<file path="src/rtl/rca2_accum.sv">
// Packet accumulator: sums per-beat 2-bit operand pairs (via a 2-bit ripple-carry
// adder) over up to 16 beats and presents total, beat count and carry flag.
module rca2_accum #(
  parameter int ACC_W = 8
) (
  input  logic             clk,
  input  logic             rst_n,
  input  logic             in_valid,
  output logic             in_ready,
  input  logic [1:0]       a,
  input  logic [1:0]       b,
  input  logic             last,
  output logic             out_valid,
  input  logic             out_ready,
  output logic [ACC_W-1:0] sum,
  output logic [4:0]       count,
  output logic             ovf
);

  typedef enum logic [1:0] {
    S_IDLE = 2'd0,
    S_ACC  = 2'd1,
    S_DONE = 2'd2
  } state_t;

  state_t           state_q, state_d;
  logic [ACC_W-1:0] acc_q, acc_d;
  logic [4:0]       cnt_q, cnt_d;
  logic             ovf_q, ovf_d;

  logic [2:0]       pair_s;
  logic [ACC_W:0]   add_s;
  logic             term_s;

  rca2 u_rca2 (
    .a   (a),
    .b   (b),
    .cin (1'b0),
    .out (pair_s)
  );

  assign add_s  = {1'b0, acc_q} + {{(ACC_W-2){1'b0}}, pair_s};
  // The 16th beat closes the packet even without last.
  assign term_s = last | (cnt_q == 5'd15);

  // Next-state and datapath update; a/b/last only matter on an accepted beat.
  always_comb begin
    state_d = state_q;
    acc_d   = acc_q;
    cnt_d   = cnt_q;
    ovf_d   = ovf_q;
    case (state_q)
      S_IDLE, S_ACC: begin
        if (in_valid) begin
          acc_d   = add_s[ACC_W-1:0];
          cnt_d   = cnt_q + 5'd1;
          ovf_d   = ovf_q | add_s[ACC_W];
          state_d = term_s ? S_DONE : S_ACC;
        end else begin
          state_d = state_q;
        end
      end
      S_DONE: begin
        if (out_ready) begin
          acc_d   = '0;
          cnt_d   = 5'd0;
          ovf_d   = 1'b0;
          state_d = S_IDLE;
        end else begin
          state_d = S_DONE;
        end
      end
      default: begin
        acc_d   = '0;
        cnt_d   = 5'd0;
        ovf_d   = 1'b0;
        state_d = S_IDLE;
      end
    endcase
  end

  // State registers with synchronous active-low reset.
  always_ff @(posedge clk) begin
    if (!rst_n) begin
      state_q <= S_IDLE;
      acc_q   <= '0;
      cnt_q   <= 5'd0;
      ovf_q   <= 1'b0;
    end else begin
      state_q <= state_d;
      acc_q   <= acc_d;
      cnt_q   <= cnt_d;
      ovf_q   <= ovf_d;
    end
  end

  // Handshakes are forced low for as long as reset is held.
  assign in_ready  = rst_n & (state_q != S_DONE);
  assign out_valid = rst_n & (state_q == S_DONE);
  assign sum       = acc_q;
  assign count     = cnt_q;
  assign ovf       = ovf_q;

endmodule

// Two-bit ripple-carry adder; out[2] is the carry-out.
module rca2 (
  input  logic [1:0] a,
  input  logic [1:0] b,
  input  logic       cin,
  output logic [2:0] out
);

  logic c1_s;

  assign out[0] = a[0] ^ b[0] ^ cin;
  assign c1_s   = (a[0] & b[0]) | (cin & (a[0] ^ b[0]));
  assign out[1] = a[1] ^ b[1] ^ c1_s;
  assign out[2] = (a[1] & b[1]) | (c1_s & (a[1] ^ b[1]));

endmodule
</file>
<file path="config.mk">
export PLATFORM = sky130hd
export DESIGN_NAME = rca2_accum
export DESIGN_NICKNAME = d
export VERILOG_FILES = /design/src/rtl/rca2_accum.sv
export SDC_FILE = /design/constraint.sdc
export NUM_CORES = 1
export LEC_CHECK = 0
export BUFFER_PORTS_ARGS = -buffer_cell sky130_fd_sc_hd__buf_2
export CAP_MARGIN = 10
export CELL_PAD_IN_SITES_DETAIL_PLACEMENT = 0
export CELL_PAD_IN_SITES_GLOBAL_PLACEMENT = 1
export CORE_UTILIZATION = 35
export CTS_BUF_LIST = sky130_fd_sc_hd__clkbuf_4
export CTS_CLUSTER_SIZE = 40
export DETAILED_ROUTE_END_ITERATION = 8
export PLACE_DENSITY = 0.85
export SLEW_MARGIN = 20
export SYNTH_ARGS = -nofsm -noshare
export SYNTH_HDL_FRONTEND = slang
export SYNTH_SLANG_ARGS = --single-unit
</file>
<file path="constraint.sdc">
create_clock -name clk -period 2.6 [get_ports clk]
set_clock_uncertainty 0.15 [all_clocks]
set_input_delay 0.39 -clock clk [delete_from_list [all_inputs] [get_ports clk]]
set_output_delay 0.39 -clock clk [all_outputs]
set_load 0.005 [all_outputs]
</file>
# --- Yosys cells after proc, flatten, opt, wreduce, memory -nomap -nowiden ---
# Cells that the tools add are included.
classes:
  addsub: 2
  n_mul: 0
  div_mod_pow: 0
  magnitude_cmp: 0
  n_eq_ne: 6
  shift: 0
  n_mux: 13
  bitwise: 11
  n_reduce_logical: 3
op_table:
  columns: ["cell", "n"]
  rows:
  - ["8-bit two-way mux", 2]
  - ["8-bit one-hot mux with 2 select lines", 1]
  - ["5-bit two-way mux", 2]
  - ["5-bit one-hot mux with 2 select lines", 1]
  - ["8-bit by 3-bit adder with 9-bit output", 1]
  - ["2-bit two-way mux", 3]
  - ["2-bit != test (second input constant)", 3]
  - ["5-bit by 1-bit adder with 5-bit output (second input constant)", 1]
  - ["1-bit AND", 5]
  - ["5-bit by 4-bit equality test with 1-bit output (second input constant)", 1]
  - ["2-bit one-hot mux with 2 select lines", 1]
  - ["1-bit OR", 3]
  - ["1-bit XOR", 3]
  - ["2-bit by 1-bit equality test with 1-bit output (second input constant)", 1]
  - ["2-bit equality test (second input constant)", 1]
  - ["2-bit zero test", 1]
  - ["1-bit two-way mux", 2]
  - ["1-bit one-hot mux with 2 select lines", 1]
  - ["2-bit AND reduction", 1]
  - ["2-bit OR reduction", 1]
totals:
  ff_bits: 16
  latch_bits: 0
  mem_bits_rw: 0
  rom_bits: 0
  inputBits: 9
  output_inout_bits: 16
  elab_cells: 39
  n_memories: 0

# --- Logic depth before layout (Yosys ltp) ---
# Gate-level depths: netlist (run 1).
depth:
  ltp_word: 7
  mapped_depth: 8
  mapped_depth_nobuf: 8

# --- Hierarchy ---
# Synthesis (run 1) repeated with hierarchy kept, for this count alone.
unflattened:
  cells_unflattened: 112
  area_unflattened_um2: 968.4
modules_own_cells:
  columns: ["mod", "n_inst", "cells_per_inst", "area_each_um2", "seq_area_each_um2"]
  rows:
  - ["rca2_accum", 1, 102, 898.4, 320.3]
  - ["rca2", 1, 10, 70.1, 0.0]

# --- Worst setup path before layout (run 1) ---
# Ideal clock, no wire load.
synth_timing:
  path_type: "input to register"
  from: "in a[0]"
  to: "reg acc_q[6] (netlist: sum[6])"
  setup_ns: 0.070
  t_arrival_ns: 2.220
  required_time_ns: 2.380
  path_slack_ns: 0.160
  cell_stages: 8
  path_buffers: 0
  cell_sequence: "ha_1 > fa_1 > inv_1 > fa_1 > nor2b_1 > o21ai_0 > or3_1 > a21oi_1"
synth_between:
  elab_chain_cells: 6
  word_cells_on_any_way: 8
  cone_classes: "add/sub: 1; mux: 2; bitwise: 5"
synth_lines:
  columns: ["element", "line_no", "source"]
  rows:
  - ["start: declaration", "10", "input logic [1:0] a,"]
  - ["1-bit AND", "117", "assign c1_s = (a[0] & b[0]) | (cin & (a[0] ^ b[0]));"]
  - ["1-bit AND", "119", "assign out[2] = (a[1] & b[1]) | (c1_s & (a[1] ^ b[1]));"]
  - ["1-bit OR", "119", null]
  - ["8-bit by 3-bit adder with 9-bit output *", "42", "assign add_s = {1'b0, acc_q} + {{(ACC_W-2){1'b0}}, pair_s};"]
  - ["8-bit two-way mux *", "54", "if (in_valid) begin"]
  - ["8-bit one-hot mux with 2 select lines *", "52", "case (state_q)"]
  - ["end signal: assignment", "86", "acc_q <= '0;"]
  - ["end signal: assignment", "91", "acc_q <= acc_d;"]
  - ["end: declaration", "27", "logic [ACC_W-1:0] acc_q, acc_d;"]
# Every way passes the cells marked *; elsewhere a longest branch is shown, timed or not. The select of a mux whose other input is x is not followed.
# A chain may end at the register's enable or synchronous reset.

# --- Worst setup path in the final report (run 1) ---
# Ends and elaborated chain as after synthesis.

==> results_dict.tcl, run 1 <==
set metrics [dict create \
    outcome "complete, no violations" \
    synth-seq-cells 16 \
    start_util_pct 36.70 \
    syn2layout_area_growth_pct 18.61 \
    drcViolationCount 0 \
    grt_pass1_vias 803 \
    die_h_um 52.74 \
    cts_sinks 16 \
    whs_ps 289.2 \
    nFillCells 265 \
    grt_max_degree 13 \
    p_sw_share_pct 28.93 \
    drt_iter0_drc 13 \
    post_route_cells_drive_above_1_share_pct 25.78 \
    ctsHoldBuffers 0 \
    die_area_sq_um 2781 \
    ant_nets 0 \
    p_per_area_nw_per_um2 469.2 \
    io_buffers 24 \
    multi_input_area_sq_um 523.0 \
    rows 18 \
    whs_endpoint "state_q[0]$_SDFFE_PN0N_" \
    grt_pass1_wl_um 3270 \
    synth.avg_cell_area_sq_um 8.832 \
    internal_power_mw 0.3563 \
    worst_ep_arrival_time_ps 2470 \
    slew_violations 0 \
    start_kind "input port" \
    r2r_slack_ps 590 \
    finalCriticalPeriod_ps 2396 \
    grtUsageMet3_pct 5.797 \
    grt_setup_unrepaired "false" \
    fmax_mhz 417.3 \
    synth-edff-count 0 \
    grt_use_met1_pct 18.42 \
    synth_common_cells "dfxtp_1 (16), a21oi_1 (10), nor2b_1 (8), inv_1 (7), nor2_1 (7)" \
    numCtsBuffers 3 \
    finalSetupViolations 0 \
    grt_use_met2_pct 28.27 \
    clk_pin_slew_worst_paths_ps 100 \
    synth_top_cell_by_area "dfxtp_1" \
    fin_nets 146 \
    p_sw_mw 0.1451 \
    p_clk_share_pct 27.6 \
    diodes 0 \
    gp_congestion 0.8150 \
    syn_area_sq_um 900.9 \
    grt.overflow.total 0 \
    timing.setup.tns_ps 0 \
    synthesis.nets 119 \
    drt_wl_total_um 1865 \
    min_path_cells 4 \
    dp_hpwl_um 1390 \
    antenna_found_initial 0 \
    htreeDepth 1 \
    worstMarginPinSlew_ps 411.3 \
    tritoncts "yes" \
    finalPower_mw 0.5014 \
    post-place-ws_ps -47.76 \
    regArea_sq_um 320.3 \
    fp.dieW_um 52.74 \
    worst_slack_ps 203.6 \
    synth.distinct_cells 35 \
    critPathKind "in2reg" \
    synth_top_area_share_pct 35.56 \
    via_per_inst 5.032 \
    yosysSeqAreaShare_pct 35.56 \
    track_usage_pct 16.27 \
    cts-root-buf "clkbuf_4" \
    r2r_start "sum[0]$_SDFFE_PN0P_" \
    worstRegToRegCells 7 \
    comb_power_share_pct 19.0 \
    slew_headroom_pct 72.58 \
    synthCells 102 \
    hp-start "last" \
    yosysMostFrequentCell "dfxtp_1" \
    endpoint_kind "flop" \
    period_share_pct 92.17 \
    drv_cap 0 \
    synthTopCellsByArea "dfxtp_1 (36%), ha_1 (8.3%), a21oi_1 (5.6%), nor2b_1 (5.6%), fa_1 (4.4%)" \
    worstPathRequired_ps 2670 \
    io_pins 25 \
    core_sq_um 2455 \
    r2r-end "sum[6]$_SDFFE_PN0P_" \
    insertion_delay_ps 290 \
    fin_util_pct 43.53 \
    seqPwrFrac_pct 53.4 \
    drtPass1Iterations 4 \
    finalHoldViolations 0 \
    p_leak_nw 0.4733 \
    synth_ff_type "dfxtp_1" \
    post_cts_buffers 0 \
    cp_max_fo 4 \
    cts_max_path_buffers 2 \
    synth-warning-count 0 \
    grt_busiest_layer "met2" \
    hold_path_class "in2reg" \
    cts_resized 0 \
    wire_per_inst_um 11.80 \
    peakVddDrop_mv 0.3201 \
    dr_total_vias 795 \
    async_reset_ff_share_pct 0 \
]
through the flow:
step                      instances  area (sq um)
after detailed placement        154          1042
final                           158          1069
after global routing            158          1069
after global placement          154          1042
after floorplan                 102         900.9
after CTS                       158          1069
power groups by stage:
| stage | Sequential (mW) | Combinational, mW | Clock (mW) |
|---|---|---|---|
| finish | 0.268 | 0.0955 | 0.138 |
| global route | 0.270 | 0.114 | 0.153 |
| CTS | 0.268 | 0.0969 | 0.140 |
| detailed placement | 0.273 | 0.0967 | 0 |
| global placement | 0.273 | 0.0938 | 0 |
| floorplan | 0.271 | 0.0666 | 0 |
cell usage in the layout (no fill, tap or decap), types with 2 or more instances in the layout:
master,Yosys,layout
dfxtp_1,16,16
buf_4,0,2
buf_2,1,24
nand3_2,2,2
o31ai_1,2,2
or4_1,2,2
ha_1,6,6
nand3_1,2,2
inv_1,7,7
and3_1,3,3
and2_1,2,2
fa_1,2,2
nor3b_1,2,2
nor2_1,7,7
clkbuf_4,0,3
a21oi_1,10,10
nor2b_1,8,8
o21ai_0,6,6
a22oi_1,2,2
nor3_1,2,2
or3_1,3,3
state kept, by name, indices dropped and copies added, names as in the netlist:
| name | cells |
|---|---|
| count | 5 |
| sum | 8 |
| ovf | 1 |
| state_q | 2 |
final cells by class:
type                    count  area share [%]
well taps                  30           3.513
flip-flops and latches     16           29.98
repair buffers             26           12.65
clock inverters             1          0.3513
multi-input cells          75           48.95
inverters                   7           2.459
clock buffers               3           2.108
worst max path at each step:
stage / startpoint / to / slack (ps) / depth (start not counted)
finish: a[0] / sum[6]$_SDFFE_PN0P_ / 200 / 9
global route: a[0] / sum[6]$_SDFFE_PN0P_ / 40 / 9
CTS: a[0] / sum[6]$_SDFFE_PN0P_ / 190 / 9
detailed placement: a[0] / sum[4]$_SDFFE_PN0P_ / -50 / 9
global placement: a[0] / sum[6]$_SDFFE_PN0P_ / 20 / 9
floorplan: a[0] / sum[6]$_SDFFE_PN0P_ / 160 / 8
worst max-delay path: stages:
cell,delay [ps]
buf_2,100
ha_1,200
fa_1,500
inv_1,60
fa_1,400
nor2b_1,160
o21ai_0,150
or3_1,350
a21oi_1,170
kinds of logic (layout without fill, tap and decap cells):
group / count (synthesis) / in the layout / synth area share (%)
compound gates: 23 / 23 / 14.72
xor+xnor: 2 / 2 / 1.945
simple gates: 41 / 41 / 27.50
buf+inv: 11 / 37 / 6.388
fa+ha+maj: 8 / 8 / 12.78
mux: 1 / 1 / 1.111
flops: 16 / 16 / 35.56
layer usage:
layer,up-vias,wire [um]
li1,408,-
met1,363,849
met2,20,888
met3,4,105
met4,0,22
met5,-,0
No activity file was read; power rests on OpenSTA's default activity.
==> run 2: changes to the inputs <==
- CORE_MARGIN: unset -> 1.5
==> results_dict.tcl, run 2 (synthesized netlist as in run 1, its figures left out) <==
set metrics [dict create \
    outcome "complete, no violations" \
    cp_slowest_stage_delay_ps 510 \
    min_path_cells 2 \
    die_h_um 53.74 \
    finalHoldViolations 0 \
    tritoncts "yes" \
    p_leak_nw 0.4733 \
    htreeDepth 1 \
    endpoint_kind "flop" \
    p_sw_share_pct 28.77 \
    r2r_slack_ps 610 \
    antenna_found_initial 0 \
    post_route_cells_drive_above_1_share_pct 25.78 \
    worst_path_most_repeated_cell "fa_1" \
    slew_violations 0 \
    clk_pin_slew_worst_paths_ps 100 \
    start_kind "input port" \
    grt_setup_unrepaired "false" \
    comb_power_share_pct 19.7 \
    seqPwrFrac_pct 53.4 \
    final_cell_mix "buf_2 (24), dfxtp_1 (16), a21oi_1 (10)" \
    core_sq_um 2455 \
    die_area_sq_um 2887 \
    fin_nets 146 \
    grt_pass1_vias 812 \
    p_per_area_nw_per_um2 469.4 \
    fp.dieW_um 53.74 \
    p_clk_share_pct 26.9 \
    via_per_inst 5.013 \
    rows 18 \
    cp_max_fo 4 \
    cp_slowest_cell "fa_1" \
    whs_endpoint "sum[0]$_SDFFE_PN0P_" \
    cts-root-buf "clkbuf_4" \
    ant_nets 0 \
    syn2layout_area_growth_pct 18.61 \
    critPathKind "in2reg" \
    post_cts_buffers 0 \
    track_usage_pct 16.64 \
    path_cells "buf_2 > ha_1 > fa_1 > inv_1 > fa_1 > nor2b_1 > o21ai_0 > or3_1 > a21oi_1" \
    wire_per_inst_um 12.18 \
    drt_wl_total_um 1925 \
    ctsHoldBuffers 0 \
    placedInstanceArea_sq_um 1042 \
    insertion_delay_ps 290 \
    drcViolationCount 0 \
    gp_congestion 0.7820 \
    final_area_sq_um 1069 \
    io_buffers 24 \
    largest_reg_flops 8 \
    worst_ep_arrival_time_ps 2420 \
    peakVddDrop_mv 0.2539 \
    worst-path-buf-inv 2 \
    grt.overflow.total 0 \
    period_share_pct 90.36 \
    crit_family "adder cells" \
    hp-start "rst_n" \
    internal_power_mw 0.3572 \
    worstRegToRegCells 7 \
    timing.setup.tns_ps 0 \
    final_common_cell "buf_2" \
    hold_path_class "in2reg" \
    drtPass1Iterations 4 \
    p_sw_mw 0.1443 \
    diodes 0 \
    finalCriticalPeriod_ps 2349 \
    cts_max_path_buffers 2 \
    nFillCells 259 \
    cts_sinks 16 \
    start_util_pct 36.70 \
    slew_headroom_pct 72.45 \
    grt_pass1_wl_um 3498 \
    finalSetupViolations 0 \
    worstPathRequired_ps 2670 \
    dp_hpwl_um 1500 \
    r2r_start "sum[0]$_SDFFE_PN0P_" \
    fmax_mhz 425.6 \
    r2r-end "sum[4]$_SDFFE_PN0P_" \
    grt_max_degree 13 \
    io_pins 25 \
    cts_resized 0 \
    worstMarginPinSlew_ps 413.3 \
    dr_total_vias 792 \
    numCtsBuffers 3 \
    drv_cap 0 \
    drt_iter0_drc 5 \
]
run 2: power groups by stage:
| stage | clock network [mW] | registers [mW] | logic, mW |
|---|---|---|---|
| 2_1_floorplan | 0 | 0.271 | 0.0666 |
| 3_3_place_gp | 0 | 0.273 | 0.0939 |
| 3_5_place_dp | 0 | 0.273 | 0.100 |
| 4_1_cts | 0.140 | 0.267 | 0.101 |
| 5_1_grt | 0.148 | 0.270 | 0.117 |
| 6_report | 0.135 | 0.268 | 0.0988 |
run 2: metrics by stage:
step / power, mW / worst slack [ps] / instances / util (%) / hold WS [ps]
3_3_place_gp: 0.3664 / 17.42 / 154 / 42.46 / 295.4
2_1_floorplan: 0.3377 / 159.5 / 102 / - / 314.4
4_1_cts: 0.5089 / 253.5 / 158 / 43.53 / 292.9
3_5_place_dp: 0.3736 / -44.33 / 154 / 42.46 / 302.4
5_1_grt: 0.5349 / 41.45 / 158 / 43.53 / 307.6
6_report: 0.5015 / 250.5 / 158 / 43.53 / 297.7
run 2: cell type report:
cell class	instances	area [sq um]	area share [%]
clock buffers	3	22.52	2.108
clock inverters	1	3.754	0.3513
inverters	7	26.28	2.459
multi-input cells	75	523.0	48.95
flip-flops and latches	16	320.3	29.98
well taps	30	37.54	3.513
repair buffers	26	135.1	12.65
run 2: worst max path at each step:
stage / from / end / slack [ps] / cells after the start
2_1_floorplan: a[0] / sum[6]$_SDFFE_PN0P_ / 160 / 8
3_3_place_gp: a[0] / sum[6]$_SDFFE_PN0P_ / 20 / 9
3_5_place_dp: a[0] / sum[6]$_SDFFE_PN0P_ / -40 / 9
4_1_cts: a[0] / sum[6]$_SDFFE_PN0P_ / 250 / 9
5_1_grt: a[0] / sum[6]$_SDFFE_PN0P_ / 40 / 9
6_report: a[0] / sum[4]$_SDFFE_PN0P_ / 250 / 9
run 2: worst register-to-register path: stages, from the launching register on:
cell and delay, ps:
dfxtp_1 360, ha_1 210, inv_1 70, fa_1 370
nor2b_1 150, o21ai_0 150, or3_1 330, a21oi_1 140
run 2: metal layers:
metal | wire (um) | track usage [%] | part of all wire (%) | vias to the layer above
met5 | 0 | 0 | 0 | -
met4 | 54 | 9.402 | 2.8 | 0
met3 | 79 | 1.667 | 4.1 | 6
met2 | 892 | 27.24 | 46 | 18
met1 | 899 | 21.20 | 47 | 358
li1 | - | - | - | 410
